[config.mk]
export PLATFORM = sky130hd
export DESIGN_NAME = w_serializer
export DESIGN_NICKNAME = d
export VERILOG_FILES = /design/src/rtl/w_serializer.sv
export SDC_FILE = /design/constraint.sdc
export NUM_CORES = 1
export LEC_CHECK = 0
export CAP_MARGIN = 20
export CORE_UTILIZATION = 50
export CTS_CLUSTER_SIZE = 40
export DETAILED_ROUTE_END_ITERATION = 16
export GPL_TIMING_DRIVEN = 0
export PLACE_DENSITY_LB_ADDON = 0.08
export SLEW_MARGIN = 5
export SYNTH_ARGS = -nofsm -noshare
export SYNTH_HDL_FRONTEND = slang
export SYNTH_SLANG_ARGS = --single-unit
[constraint.sdc]
create_clock -name Clock -period 4.76 [get_ports Clock]
set_clock_uncertainty 0.05 [all_clocks]
set_input_delay 0.952 -clock Clock [delete_from_list [all_inputs] [get_ports Clock]]
set_output_delay 0.952 -clock Clock [all_outputs]
set_load 0.01 [all_outputs]
[src/rtl/w_serializer.sv]
// Parallel-to-serial pattern source for the lab06 sequence detector's w input.
// Optional cyclic replay of the loaded pattern is enabled by defining W_SERIALIZER_REPEAT_EN.
module w_serializer #(
  parameter int WIDTH    = 8,
  parameter int TICK_DIV = 1,
  localparam int CW      = $clog2(WIDTH + 1)
) (
  input  logic             Clock,
  input  logic             Resetn,
  input  logic             Load,
  input  logic [WIDTH-1:0] Data,
`ifdef W_SERIALIZER_REPEAT_EN
  input  logic             Repeat,
`endif
  output logic             w,
  output logic             Valid,
  output logic             Strobe,
  output logic             Busy,
  output logic             Done,
  output logic [CW-1:0]    BitCount
);

  localparam int TW = (TICK_DIV > 1) ? $clog2(TICK_DIV) : 1;

  localparam logic [1:0] IDLE  = 2'd0;
  localparam logic [1:0] SHIFT = 2'd1;
  localparam logic [1:0] DONE  = 2'd2;

  logic [1:0]       state_q,  state_d;
  logic [WIDTH-1:0] shreg_q,  shreg_d;
  logic [TW-1:0]    tick_q,   tick_d;
  logic [CW-1:0]    bitcnt_q, bitcnt_d;
  logic             last_tick;
  logic             last_bit;

`ifdef W_SERIALIZER_REPEAT_EN
  logic [WIDTH-1:0] copy_q, copy_d;
`endif

  assign last_tick = (tick_q == TW'(TICK_DIV - 1));
  assign last_bit  = (bitcnt_q == CW'(WIDTH - 1));

  always_comb begin
    state_d  = state_q;
    shreg_d  = shreg_q;
    tick_d   = tick_q;
    bitcnt_d = bitcnt_q;
`ifdef W_SERIALIZER_REPEAT_EN
    copy_d   = copy_q;
`endif
    case (state_q)
      IDLE: begin
        if (Load) begin
          shreg_d  = Data;
          tick_d   = '0;
          bitcnt_d = '0;
          state_d  = SHIFT;
`ifdef W_SERIALIZER_REPEAT_EN
          copy_d   = Data;
`endif
        end
      end
      SHIFT: begin
        if (!last_tick) begin
          tick_d = tick_q + TW'(1);
        end else begin
          // Normal shift also leaves bitcnt at WIDTH, which is what DONE reports.
          shreg_d  = shreg_q << 1;
          tick_d   = '0;
          bitcnt_d = bitcnt_q + CW'(1);
          if (last_bit) begin
            state_d = DONE;
`ifdef W_SERIALIZER_REPEAT_EN
            if (Repeat) begin
              shreg_d  = copy_q;
              bitcnt_d = '0;
              state_d  = SHIFT;
            end
`endif
          end
        end
      end
      DONE: begin
        state_d  = IDLE;
        bitcnt_d = '0;
      end
      default: begin
        state_d  = IDLE;
        tick_d   = '0;
        bitcnt_d = '0;
      end
    endcase
  end

  always_ff @(posedge Clock) begin
    if (!Resetn) begin
      state_q  <= IDLE;
      shreg_q  <= '0;
      tick_q   <= '0;
      bitcnt_q <= '0;
`ifdef W_SERIALIZER_REPEAT_EN
      copy_q   <= '0;
`endif
    end else begin
      state_q  <= state_d;
      shreg_q  <= shreg_d;
      tick_q   <= tick_d;
      bitcnt_q <= bitcnt_d;
`ifdef W_SERIALIZER_REPEAT_EN
      copy_q   <= copy_d;
`endif
    end
  end

  assign Valid    = (state_q == SHIFT);
  assign Busy     = (state_q == SHIFT);
  assign w        = Valid & shreg_q[WIDTH-1];
  assign Strobe   = Valid & last_tick;
  assign Done     = (state_q == DONE);
  assign BitCount = (state_q == SHIFT || state_q == DONE) ? bitcnt_q : '0;

endmodule

==> results.ini <==
[sta]
finalCriticalPeriod_ns = 2.74
period_share_pct = 57.5
drv_slew = 0
tns_ns = 0
setup_viol = 0
rsz0062_at_grt = false
slew-limit-headroom_pct = 68.2
fmaxAchievable_ghz = 0.366
setup_ws_ns = 2.02
worst_pin_slew_ns = 0.472
hold_viol_final = 0

[cells_and_area]
fin_nets = 122
final_design_area_no_fill_um2 = 995
layout-drive-gt1-share_pct = 9.62
antenna_cells = 0
synthToLayoutAreaGrowth_pct = 30.3

[power_and_ir_drop]
seqPwrFrac_pct = 39.5
ir_worst_vdd_uv = 209
powerDensity_mw_per_mm2 = 393
clkPwrFrac_pct = 17.1
intPower_uw = 261
switchingPower_uw = 130
power_frac_comb_pct = 43.4
switching_share_pct = 33.3
total_power_uw = 391
leakage_uw = 0.000452

[clock_tree]
cts-buffers-inserted = 3
cts_root_buffer = clkbuf_4
ctsResizeCount = 0
post-cts-setup-buffer-count = 0
htree_num_levels = 1
cts_hold_buffers = 0
clock-sinks = 14
clkLatencyLatePin_ns = 0.28
clock_path_buffers = 2
cts.clk_slew.worst_paths_ns = 0.08
cts_tree = done

[drt]
vias_per_cell = 5.44
first_pass_iters = 4
wl_mm = 1.41
route.detailed.drc = 0
drtIter0Drc = 6
num_vias = 647
final_antenna_net_count = 0
routedWlPerCell_um = 11.9

[synth]
netlist_area_um2 = 763
synth_fp_nets = 98
yosysWarnings = 0
yosys.area.top_type = dfxtp_1
ys_seq_elements = 14
netlist_instances = 82
yosys-top-cells-area = dfxtp_1, mux2i_1, o211a_1
synth.distinct_cells = 25
syn_avg_cell_area_um2 = 9.31
yosysTopAreaCellShare_pct = 36.7
yosysSeqAreaShare_pct = 36.7

[run]
cap_violations = 0

[critical_path]
critical_path.startpoint = state_q[0]
worstSetupPathType = reg2out
path_max_fanout = 4
r2r_start = state_q[1]
end_kind = primary output
r2r_cells = 5
start_kind = flip-flop
critPathArrivalTime_ns = 1.73
r2r_slack_ns = 3.07
critical_path_required_ns = 3.76

[min_path]
min_path_type = reg2reg
min_from = bitcnt_q[1]
worstHoldPathCells = 2

[place]
pre_cts_ws_ns = 2.33
postPlaceCellArea_um2 = 972
portBuffers = 19
routabilityCongestion = 0.660
dp_hpwl_mm = 1.09

[die]
chipWidth_um = 41.1
die_area_mm2 = 0.00169
die_h_um = 41.1
rows = 13
ioPinCount = 20
core-area_mm2 = 0.00137
start_util_pct = 55.9

[global_routing]
busiest_layer = met2
antenna_found_initial = 0
grt_first_pass_wirelength_mm = 2.06
grt_max_degree = 11
met1_usage_pct = 20.9
grt_util_met2_pct = 34.4
overflow = 0
globalRouteMet3Util_pct = 4.89
grt_pass1_vias = 518
grt_usage_pct = 19.8

[outcome]
outcome = finished clean

[critical path: stages (launching register included)]
cell and delay (ns):
dfxtp_1 0.39, inv_1 0.08, ha_1 0.32, and2_1 0.13, clkdlybuf4s50_1 0.53
[power groups by stage]
stage / combinational [µW] / sequential [µW] / clock [µW]
6_report: 170 / 155 / 66.7
5_1_grt: 187 / 158 / 75.1
4_1_cts: 171 / 155 / 70.9
3_5_place_dp: 170 / 158 / 0
3_3_place_gp: 167 / 156 / 0
2_1_floorplan: 119 / 153 / 0
[cell type report]
type | count | area, µm²
multi-input combinational | 59 | 439
fill | 110 | 372
sequential | 14 | 280
timing repair buffer | 19 | 190
buffer | 5 | 28.8
clock buffer | 3 | 22.5
tap | 15 | 18.8
inverter | 4 | 15.0
[synth_stat cells (all sizes together)]
cell     n
o21ai    3
or2b     1
or4      2
xnor2    1
ha       5
and2b    1
clkbuf   1
nand2   11
inv      4
o31ai    1
a31oi    1
nor2     1
dfxtp   14
nand2b   1
o211a    7
a21oi    4
buf      4
a21boi   1
mux2     1
and2     5
nand3b   1
nand3    3
nor2b    1
mux2i    8
[through the flow]
stage          util (%)  hold slack [ns]  cells
4_1_cts            72.8            0.457    119
3_3_place_gp       71.2            0.422    116
2_1_floorplan         -            0.408     82
6_report           72.8            0.450    119
5_1_grt            72.8            0.480    119
3_5_place_dp       71.2            0.440    116
[routing by layer]
metal	routed length, µm	vias to the layer above
met1	638	301
li1	-	330
met3	34	4
met2	710	12
met5	0	-
met4	31	0
[state kept, by name, indices dropped and copies added (netlist names)]
register  count
shreg_q       8
bitcnt_q      4
state_q       2
[worst paths after layout]
check                 to
max          BitCount[0]
min          bitcnt_q[1]
max reg2reg   shreg_q[4]
min reg2reg  bitcnt_q[1]
[cell usage in the layout, fill, tap and decap left out, drive strengths merged, types with 2 or more instances in the layout]
cell type       n
o211a           7
nand3           3
ha              5
inv             4
o21ai           3
and2            5
mux2i           8
or4             2
dfxtp          14
clkdlybuf4s50  19
clkbuf          4
buf             4
a21oi           4
nand2          11
[cell families after synthesis]
group,share of synthesized area (%)
AO/OA/AOI/OAI,16.6
XOR/XNOR,1.15
adder cells (fa/ha/maj),8.20
buffers and inverters,5.74
flip-flops,36.7
multiplexers,12.0
AND/OR/NAND/NOR,19.7
No activity file was read; power rests on OpenSTA's default activity.
